`src/rtl/swap_arbiter.sv`:
```
// rtl/swap_arbiter.sv - two-requester arbiter sharing one bit-reversal unit; define SWAP_ARB_STATS_EN for grant counters
module bit_swap (
    input  logic [7:0] din,
    output logic [7:0] dout
);

    // Mirror the byte: bit i takes bit 7-i.
    always_comb begin
        dout = '0;
        for (int i = 0; i < 8; i++) begin
            dout[i] = din[7-i];
        end
    end

endmodule

module swap_arbiter #(
    parameter int PRIO_FIXED = 0,
    parameter int CNT_W      = 8
) (
    input  logic             clk,
    input  logic             rst,
    input  logic             req0_valid,
    input  logic [7:0]       req0_data,
    output logic             req0_ready,
    input  logic             req1_valid,
    input  logic [7:0]       req1_data,
    output logic             req1_ready,
    output logic             out_valid,
    output logic [7:0]       out_data,
    output logic             out_id,
    input  logic             out_ready,
    output logic [CNT_W-1:0] gnt_cnt0,
    output logic [CNT_W-1:0] gnt_cnt1
);

    typedef enum logic {EMPTY = 1'b0, FULL = 1'b1} state_t;

    state_t     state;
    state_t     state_nxt;
    logic       rr_ptr;
    logic       slot_free;
    logic       accept;
    logic       grant;
    logic [7:0] sel_data;
    logic [7:0] swapped;

    // Arbitration: lone requester always wins; contention resolved by rr_ptr or fixed priority.
    always_comb begin
        grant = 1'b0;
        if (req0_valid && req1_valid) begin
            grant = (PRIO_FIXED != 0) ? 1'b0 : rr_ptr;
        end else if (req1_valid) begin
            grant = 1'b1;
        end
        sel_data = grant ? req1_data : req0_data;
    end

    bit_swap u_swap (
        .din  (sel_data),
        .dout (swapped)
    );

    // Slot FSM: next state plus the handshake outputs that depend on it.
    always_comb begin
        state_nxt  = state;
        slot_free  = (state == EMPTY) || out_ready;
        accept     = slot_free && (req0_valid || req1_valid);
        req0_ready = accept && !grant;
        req1_ready = accept && grant;
        case (state)
            EMPTY: if (accept) state_nxt = FULL;
            FULL:  if (out_ready && !accept) state_nxt = EMPTY;
            default: state_nxt = EMPTY;
        endcase
    end

    assign out_valid = (state == FULL);

    // Slot state register.
    always_ff @(posedge clk) begin
        if (rst) begin
            state <= EMPTY;
        end else begin
            state <= state_nxt;
        end
    end

    // Result slot: loaded on every accept, held otherwise (covers stalls).
    always_ff @(posedge clk) begin
        if (rst) begin
            out_data <= 8'h00;
            out_id   <= 1'b0;
        end else if (accept) begin
            out_data <= swapped;
            out_id   <= grant;
        end
    end

    // Round-robin pointer favours the side that lost the last grant.
    always_ff @(posedge clk) begin
        if (rst) begin
            rr_ptr <= 1'b0;
        end else if (accept && (PRIO_FIXED == 0)) begin
            rr_ptr <= ~grant;
        end
    end

`ifdef SWAP_ARB_STATS_EN
    // Saturating per-side grant counters.
    always_ff @(posedge clk) begin
        if (rst) begin
            gnt_cnt0 <= '0;
            gnt_cnt1 <= '0;
        end else if (accept) begin
            if (!grant && (gnt_cnt0 != '1)) gnt_cnt0 <= gnt_cnt0 + CNT_W'(1);
            if (grant && (gnt_cnt1 != '1))  gnt_cnt1 <= gnt_cnt1 + CNT_W'(1);
        end
    end
`else
    assign gnt_cnt0 = '0;
    assign gnt_cnt1 = '0;
`endif

endmodule

```
`config.mk`:
```
export PLATFORM = sky130hd
export DESIGN_NAME = swap_arbiter
export DESIGN_NICKNAME = d
export VERILOG_FILES = /design/src/rtl/swap_arbiter.sv
export SDC_FILE = /design/constraint.sdc
export NUM_CORES = 1
export LEC_CHECK = 0
export CAP_MARGIN = 0
export CORE_UTILIZATION = 30
export DETAILED_ROUTE_END_ITERATION = 12
export PLACE_DENSITY_LB_ADDON = 0.15
export SYNTH_ARGS = -nofsm -noshare
export SYNTH_HDL_FRONTEND = slang
export SYNTH_SLANG_ARGS = --single-unit
export TNS_END_PERCENT = 20
```
`constraint.sdc`:
```
create_clock -name clk -period 1.1 [get_ports clk]
set_clock_uncertainty 0.1 [all_clocks]
set_input_delay 0.22 -clock clk [delete_from_list [all_inputs] [get_ports clk]]
set_output_delay 0.22 -clock clk [all_outputs]
set_load 0.05 [all_outputs]
```
Word-level counts from Yosys, hierarchy flattened
Index checks and enable logic that the tools add are counted.

Register bits after elaboration: 11. Input port bits: 21. Output and inout port bits: 28. Logic and storage cells: 21.

Muxes and demuxes: 6. Bitwise operators: 2. Reduce and logical (&&, ||, !) cells: 9.

Operators with widths (number): 8-bit 2-to-1 mux (1); 1-bit logical AND (5); 1-bit 2-to-1 mux (4); 1-bit logical NOT (2); 1-bit logical OR (2); 1-bit inverter (2); 1-bit case mux with 2 select lines (1).

Depth between registers and ports, before layout
Gate-level depths: netlist (run 1).

Depth in word-level cells: 7. Gate-level depth with buffers: 5. Depth with buffers taken out: 4.

Modules after synthesis
From an unflattened synthesis (run 1), not the netlist that was laid out.

Cell total of the unflattened synthesis: 84. Area, all modules: 721.9 sq um.

By module, submodules not included: swap_arbiter (times used 1, cells each 76, area each 661.9 sq um, sequential area each 220.2 sq um); bit_swap (times used 1, cells each 8, area each 60.1 sq um, sequential area each 0.0 sq um).

Worst setup path after synthesis (run 1)
No wires, ideal clock.

Path kind: register to output. From: register state (netlist: out_valid). To: output req0_ready. Data arrival time: 1.892 ns. Data required time: 0.780 ns. Slack: -1.112 ns. Cell stages (with the launch flop): 3. Buffers on the path: 0. Cell sequence: dfxtp_1 -> nor2b_1 -> a211oi_1.

Cells in the longest elaborated chain, start to end: 4.

RTL lines: start: declaration (line 39) `state_t state;`; start signal: assignment (line 85) `state <= state_nxt;`; 1-bit inverter; 1-bit logical OR (line 67) `slot_free = (state == EMPTY) || out_ready;`; 1-bit logical AND (line 68) `accept = slot_free && (req0_valid || req1_valid);`; 1-bit logical AND (line 69) `req0_ready = accept && !grant;`; end: declaration (line 25) `output logic req0_ready,`.

Every way passes these cells.

Worst setup path after layout (run 1)
From: register rr_ptr. To: output req0_ready.

Cells in the longest elaborated chain, start to end: 3.

RTL lines: start: declaration (line 41) `logic rr_ptr;`; start signal: assignment (line 105) `rr_ptr <= ~grant;`; 1-bit 2-to-1 mux (line 51) `if (req0_valid && req1_valid) begin`; 1-bit logical NOT (line 69); 1-bit logical AND (line 69).

Every way passes these cells.

==> results of run 1 <==
[what timing repair did]
action / in CTS / in global routing
endpoints found under the setup margin: 22 / 18
hold buffers: 0 / 0
pin swaps: 4 / 1
buffers inserted: 2 / 0
resized for setup: 21 / 0
[Yosys cell counts (all sizes together)]
cell / count
a211oi: 1
a21oi: 11
a311oi: 8
and2b: 1
buf: 20
clkbuf: 1
conb: 1
dfxtp: 11
inv: 2
nand2b: 2
nand3: 9
nor2: 2
nor2b: 1
nor3: 1
o21ai: 9
or2: 1
[where the power goes]
group          total, mW  switching (mW)  internal (mW)
clock network      0.288           0.148          0.140
logic              0.681           0.389          0.291
registers          0.480          0.0380          0.442
total               1.45           0.575          0.874
[per-layer routing]
metal  global-route usage (%)  vias to the layer above  routed length, um
met4                    9.804                        0                 41
met3                    2.181                        6                 78
met5                        0                        -                  0
met2                    27.55                       36                904
li1                         -                      338                  -
met1                    18.60                      308                789
[stage by stage]
stage	power, mW	TNS (ps)	worst slack [ps]
5_1_grt	1.494	-3102	-425.0
3_5_place_dp	1.142	-7625	-693.1
6_report	1.449	-2140	-392.7
2_1_floorplan	0.8953	-2005	-312.6
4_1_cts	1.454	-2143	-399.3
3_3_place_gp	1.137	-7067	-627.8
[flip-flops by register name, indices dropped and copies added (netlist names)]
signal	flops
out_data	8
out_id	1
out_valid	1
rr_ptr	1
[worst register-to-register path, cell delays in order (launching register included)]
cell and delay (ps):
dfxtp_2 320, buf_4 120, and2b_2 290, o21ai_1 80, a311oi_1 270
[area by class of cell]
type                    instances  area, um^2
inverters                       2       11.26
clock buffers                   4       26.28
well taps                      27       33.78
fillers                       178       827.0
multi-input cells              62       379.1
flip-flops and latches         11       236.5
repair buffers                 41       508.0
[worst min-delay path by stage]
stage                                    end  slack (ps)  depth (start not counted)
CTS                      out_id$_SDFFE_PP0P_         410                          4
floorplan           out_data[6]$_SDFFE_PP0P_         190                          1
global route             out_id$_SDFFE_PP0P_         440                          2
finish                   out_id$_SDFFE_PP0P_         410                          2
detailed placement       out_id$_SDFFE_PP0P_         420                          2
global placement         rr_ptr$_SDFFE_PP0P_         420                          2
[kinds of logic after synthesis]
logic type             count (synthesis)
AND/OR/NAND/NOR                       17
buffers and inverters                 23
other                                  1
AO/OA/AOI/OAI                         29
flip-flops                            11
==> reports/results.tsv, run 1 <==
metric	value	unit
status	finished with violations	
violations	setup timing	
reg2reg_depth	4	
wl_per_cell	12.34	um
fp.dieH	48.93	um
finalHoldViolations	0	
synth_top_area_share	33.33	%
cts_root_buf	clkbuf_4	
synth_top_family_by_area	compound AO/OA/AOI/OAI gates	
slowest_stage	dfxtp_2	
cp_slowest_stage_delay	320	ps
synth_seq_cells	11	
dpl_cell_area	1116	um^2
cp-end-kind	output port	
period_share	135.7	%
dp_hpwl	1.323	mm
finalNonFillerCells	147	
timing.rr.end	out_data[3]$_SDFFE_PP0P_	
grt_max_degree	12	
synth_top_area_cell	dfxtp_1	
cts.sinks	11	
syn_to_final_growth	80.87	%
via_count	688	
dp_cells	141	
antenna_found_initial	0	
min_period	1493	ps
grt_pass1_vias	662	
cts_tree	built	
hold_start	out_id$_SDFFE_PP0P_	
die_area	2394	um^2
clockBufferDepth	2	
crit_chain	nand2b_4 -> a211oi_4 -> buf_12	
synth.area.top_cells	dfxtp_1 33%, buf_4 20%, a311oi_1 11%	
gp_congestion	0.6989	
clk_latency	270	ps
drc	0	
setup.worst_path.start	rr_ptr$_SDFFE_PP0P_	
routed_wl	1.814	mm
coreArea	2022	um^2
critPathKind	register to output port	
start_util	32.67	%
ioPinCount	49	
grt_pass1_wl	2.884	mm
maxCapViolations	0	
cts_max_level	1	
final_common_cell	clkdlybuf4s50_1	
crit_buf_inv	1	
num-nets-final	142	
arrival	1170	ps
synthMuxAreaShare	0	%
drv_slew	0	
r2r_slack	-180	ps
synth_compound_area_share	26.89	%
drive_gt1_share	36.67	%
synthSimpleGateAreaFrac	14.58	%
final_area	1195	um^2
ant_nets	0	
ys_types	19	
die_w	48.93	um
max_freq	669.9	MHz
cp-start-kind	register	
required	780	ps
crit_end	req0_ready	
routed_via_density	4.680	
grt_usage	15.99	%
synth_warnings	0	
synthAdderAreaFrac	0	%
insertedDiodeCount	0	
p_leak	0.4859	nW
clkSlewWorstSetupHoldPaths	80	ps
p_per_area	1213	nW/um^2
overflow	0	
irDropWorstVdd	534.8	uV
syn_area	660.6	um^2
io_buffers	32	
synthCells	81	
setup_ws	-392.7	ps
fp-row-count	16	
drtIter0Drc	13	
min_path_type	register to register	
drt-pass1-iter-count	3	
utilization	59.10	%
avgSynthCellArea	8.156	um^2
yosysSeqAreaShare	33.33	%
layout_common_cells	17 x clkdlybuf4s50_1, 16 x conb_1, 12 x buf_12	
cp.depth	3	
synthXorXnorAreaFrac	0	%
r2r_start	rr_ptr$_SDFFE_PP0P_	
whs	408.9	ps
cp_max_fo	3	
crit_family	flip-flops	
grt_setup_unrepaired	yes	
cts_buffers	3	
report.final.setup_viol	12	
Note: power is estimated with default switching activity, not from simulation.
==> run 2, diff against run 1 <==
--- a/config.mk
+++ b/config.mk
@@ -6,7 +6,8 @@
 export NUM_CORES = 1
 export LEC_CHECK = 0
 export CAP_MARGIN = 0
-export CORE_UTILIZATION = 30
+export CORE_UTILIZATION = 25
+export CTS_CLUSTER_SIZE = 12
 export DETAILED_ROUTE_END_ITERATION = 12
 export PLACE_DENSITY_LB_ADDON = 0.15
 export SYNTH_ARGS = -nofsm -noshare
==> run 2 against run 1 <==
Effect of this change:
- the flow still finishes with violations (setup timing)
- first-iteration DRC count is 77% lower
- non-clock buffer count is 4 higher
- routed wire length is 1.4% lower
- power is 1.2% higher
- critical endpoint unchanged
- clock-buffer cell count stayed put
- core utilization is 8.5 points lower
- global-route usage is 2.8 points lower
==> reports/results.tsv, run 2 (synthesis results as in run 1) <==
metric	value	unit	change
status	finished with violations		
violations	setup timing		
cp-end-kind	output port		
top_register	out_data		
num-nets-final	146		+2.8%
report.final.setup_viol	11		-1
grt_pass1_vias	581		-12%
critPathKind	register to output port		
clockBufferDepth	2		unchanged
cts.sinks	11		unchanged
ant_nets	0		unchanged
clk_latency	260	ps	about the same
required	780	ps	about the same
p_leak	0.5108	nW	+5.1%
routed_wl	1.788	mm	-1.4%
final_common_cell	clkdlybuf4s50_1		
die_w	53.41	um	+9.2%
io_buffers	32		unchanged
ioPinCount	49		unchanged
layout_common_cells	17 x clkdlybuf4s50_1, 16 x conb_1, 12 x buf_12		
grt_pass1_wl	2.608	mm	-9.6%
start_util	26.67	%	-6.0 points
cts_max_level	1		unchanged
max_freq	668.3	MHz	-0.24%
antenna_found_initial	0		unchanged
drive_gt1_share	41.94	%	+5.3 points
place_ws	-670.4	ps	+22.65 ps
grt_setup_unrepaired	yes		
gp_congestion	0.7297		+4.4%
overflow	0		unchanged
insertedDiodeCount	0		unchanged
via_count	697		+1.3%
maxCapViolations	0		unchanged
irDropWorstVdd	655.8	uV	+23%
grt_usage	13.23	%	-2.8 points
routed_via_density	4.526		-3.3%
grt_max_degree	12		unchanged
postCtsHoldBufs	0		unchanged
period_share	136.0	%	+0.33 points
dp_hpwl	1.312	mm	-0.79%
drtIter0Drc	3		-10
drc	0		unchanged
die_area	2852	um^2	+19%
min_period	1496	ps	+3.585 ps
cts_root_buf	clkbuf_4		
clkSlewWorstSetupHoldPaths	70	ps	about the same
cp_slowest_stage_delay	360	ps	+40 ps
fp.dieH	53.41	um	+9.2%
finalHoldViolations	0		unchanged
cp-start-kind	register		
setup_ws	-396.3	ps	-3.585 ps
crit_chain	nor2b_4 -> a211oi_4 -> buf_12		
largest_reg_flops	8		unchanged
slowest_stage	dfxtp_4		
p_per_area	1169	nW/um^2	-3.6%
drt-pass1-iter-count	2		-1
coreArea	2477	um^2	+23%
drv_slew	0		unchanged
syn_to_final_growth	89.77	%	
min_path_type	register to register		
fp-row-count	18		+2
wl_per_cell	11.61	um	-5.9%
cts_tree	built		
cts_buffers	3		unchanged
arrival	1180	ps	about the same
cp_max_fo	3		unchanged
utilization	50.61	%	-8.5 points
run 2: layer usage:
layer | GRT usage, % | routed length (um)
met4 | 7.895 | 14
met2 | 19.58 | 880
met3 | 3.161 | 120
met1 | 17.01 | 772
met5 | 0 | 0
run 2: cell type report:
type                    count  area (um^2)
inverters                   2        11.26
well taps                  30        37.54
flip-flops and latches     11        239.0
repair buffers             45        541.8
fillers                   259         1224
clock buffers               4        26.28
multi-input cells          62        397.9
run 2: worst max-delay path: cells and delay by family, from the launching register on:
kind / cells / cell delay [ps]
buffers and inverters: 1 / 170
AND/OR/NAND/NOR: 1 / 140
flip-flops: 1 / 360
AO/OA/AOI/OAI: 1 / 250
run 2: metrics by stage:
stage / instance area [um^2] / power (mW) / hold slack (ps) / cells / TNS [ps]
after detailed placement: 1127 / 1.144 / 416.8 / 145 / -7569
after global placement: 1127 / 1.143 / 412.4 / 145 / -7482
after floorplan: 744.5 / 0.8953 / 192.1 / 96 / -2005
final: 1254 / 1.466 / 402.5 / 154 / -3065
after global routing: 1254 / 1.552 / 426.0 / 154 / -3881
after CTS: 1210 / 1.456 / 406.9 / 152 / -2961
run 2: final timing paths:
| check | start | end | cells after the start | slack, ps |
|---|---|---|---|---|
| worst max register to register | rr_ptr$_SDFFE_PP0P_ | out_data[1]$_SDFFE_PP0P_ | 5 | -280 |
| worst min register to register | out_id$_SDFFE_PP0P_ | out_id$_SDFFE_PP0P_ | 2 | 400 |
| worst max-delay path | out_valid$_SDFF_PP0_ | req0_ready | 3 | -400 |
| worst min-delay path | out_id$_SDFFE_PP0P_ | out_id$_SDFFE_PP0P_ | 2 | 400 |
run 2: report_power, final:
group | switching [mW] | leakage [nW] | total (mW) | internal, mW
Sequential | 0.0376 | 0.0952 | 0.479 | 0.442
Combinational | 0.399 | 0.401 | 0.712 | 0.313
Clock | 0.134 | 0.0150 | 0.274 | 0.140
run 2: what timing repair did:
item | CTS | global route
gates resized for setup | 21 | 9
setup endpoints to repair | 23 | 22
pin swaps | 4 | 5
setup buffers | 3 | 2
==> run 3, diff against run 2 <==
==> constraint.sdc (replaced) <==
create_clock -name clk -period 1.5 [get_ports clk]
set_clock_uncertainty 0.1 [all_clocks]
set_input_delay 0.3 -clock clk [delete_from_list [all_inputs] [get_ports clk]]
set_output_delay 0.3 -clock clk [all_outputs]
set_load 0.005 [all_outputs]
==> run 3 against run 2 <==
Effect of this change:
- the run still ends with setup timing left
- global-route usage up 0.84 points
- critical path depth increased by 1
- cell count is the same
- sequential share of layout area up 2.4 points
- core utilization is 7.5 points lower
- combinational power is 66% lower
- clock power down 26%
- hold slack got worse by 10 ps
- routed wire length increased by 5.3%
- largest cell class unchanged
- highest routed layer unchanged
==> reports/results.tsv, run 3 (synthesis results as in run 1) <==
metric	value	unit	change
status	finished with violations		
violations	setup timing		
fp-row-count	18		unchanged
cp-start-kind	register		
ant_nets	0		unchanged
required	1100	ps	+320 ps
clk_latency	260	ps	about the same
place_ws	-546.1	ps	+124.4 ps
drv_slew	0		unchanged
gp_congestion	0.8209		+12%
period_share	100.5	%	
total_power	0.7827	mW	-47%
cts_buffers	3		unchanged
drtIter0Drc	12		+9
final_common_cell	clkdlybuf4s50_1		
cts_root_buf	clkbuf_4		
drive_gt1_share	26.61	%	-15 points
min_path_type	register to register		
via_count	711		+2.0%
cts.sinks	11		unchanged
layout_common_cells	17 x clkdlybuf4s50_1, 16 x conb_1, 12 x buf_4		
grt_pass1_vias	664		+14%
cp_max_fo	2		-1
p_per_area	733.4	nW/um^2	-37%
grt_setup_unrepaired	yes		
finalNonFillerCells	154		unchanged
critPathKind	register to output port		
fp.dieH	53.41	um	unchanged
arrival	1110	ps	-70 ps
irDropWorstVdd	441.3	uV	-33%
clockBufferDepth	2		unchanged
coreArea	2477	um^2	unchanged
dp_cells	148		+2.1%
num-nets-final	146		unchanged
overflow	0		unchanged
clkSlewWorstSetupHoldPaths	60	ps	about the same
power_switching	0.2182	mW	-62%
postCtsHoldBufs	0		unchanged
grt_pass1_wl	2.842	mm	+9.0%
routed_wl	1.883	mm	+5.3%
seq_power_share	42.8	%	+10 points
ioPinCount	49		unchanged
cts_max_level	1		unchanged
grt_usage	14.07	%	+0.84 points
start_util	26.67	%	unchanged
setup_ws	-6.873	ps	+389.4 ps
cp-end-kind	output port		
largest_reg_flops	8		unchanged
die_w	53.41	um	unchanged
min_period	1507	ps	
internal_power	0.5645	mW	-37%
fill_cells	274		+5.8%
drc	0		unchanged
comb_power_share	31.2	%	-17 points
top_register	out_data		
insertedDiodeCount	0		unchanged
dp_hpwl	1.332	mm	+1.5%
die_area	2852	um^2	unchanged
routed_via_density	4.617		+2.0%
p_leak	0.5001	nW	-2.1%
maxCapViolations	0		unchanged
wl_per_cell	12.23	um	+5.3%
max_freq	663.6	MHz	
report.final.setup_viol	1		-10
cts_tree	built		
syn_to_final_growth	61.55	%	
antenna_found_initial	0		unchanged
drt-pass1-iter-count	4		+2
finalHoldViolations	0		unchanged
grt_max_degree	12		unchanged
io_buffers	32		unchanged
power_frac_clock	25.9	%	+7.2 points
switching_share	27.88	%	-11 points
utilization	43.08	%	-7.5 points
run 3: cell count changes in the layout (fill, tap and decap cells not counted), moves of 3 or more:
cell / before / now
buf_12: 12 / 0
dlygate4sd2_1: 3 / 11
dfxtp_1: 0 / 4
o21ai_0: 5 / 9
o21ai_1: 3 / 0
run 3: routing by layer:
layer | GRT usage (%) | vias to the layer above | part of all wire, %
met5 | 0 | - | 0
met1 | 17.21 | 337 | 44
li1 | - | 346 | -
met3 | 6.897 | 2 | 7.2
met2 | 22.08 | 26 | 48
met4 | 2.632 | 0 | 0.96
run 3: what timing repair did:
action	CTS	global route
gates resized for setup	32	3
setup buffers	2	0
setup endpoints to repair	21	4
pin swaps	2	0
run 3: worst paths after layout:
check / startpoint / endpoint / slack (ps) / cells past startpoint
setup / recovery: rr_ptr$_SDFFE_PP0P_ / req0_ready / -7 / 4
hold / removal: out_id$_SDFFE_PP0P_ / out_id$_SDFFE_PP0P_ / 390 / 2
setup reg to reg: rr_ptr$_SDFFE_PP0P_ / out_data[1]$_SDFFE_PP0P_ / 210 / 4
hold reg to reg: out_id$_SDFFE_PP0P_ / out_id$_SDFFE_PP0P_ / 390 / 2
run 3: cell type report:
class / count / area (um^2) / share of cell area, %
repair buffers: 45 / 402.9 / 37.75
multi-input cells: 62 / 364.1 / 34.11
flip-flops and latches: 11 / 229.0 / 21.45
well taps: 30 / 37.54 / 3.517
clock buffers: 4 / 26.28 / 2.462
inverters: 2 / 7.507 / 0.7034
run 3: critical path: stages, from the launching register on:
cell and delay, ps:
dfxtp_2 320, nand2b_4 140, buf_6 110, a211oi_2 150, buf_2 130
run 3: stage by stage:
step | area (um^2) | TNS [ps] | hold WS, ps
2_1_floorplan | 716.9 | 0 | 272.1
3_3_place_gp | 1002 | -4938 | 383.5
3_5_place_dp | 1002 | -5108 | 391.6
4_1_cts | 1055 | -26.57 | 400.6
5_1_grt | 1067 | -106.1 | 443.2
6_report | 1067 | -6.873 | 392.0
run 3: power groups by stage:
stage / Combinational (mW) / Clock [mW] / Sequential (mW)
after floorplan: 0.126 / 0 / 0.341
after global placement: 0.246 / 0 / 0.339
after detailed placement: 0.246 / 0 / 0.339
after CTS: 0.244 / 0.215 / 0.336
after global routing: 0.270 / 0.226 / 0.339
final: 0.245 / 0.203 / 0.335
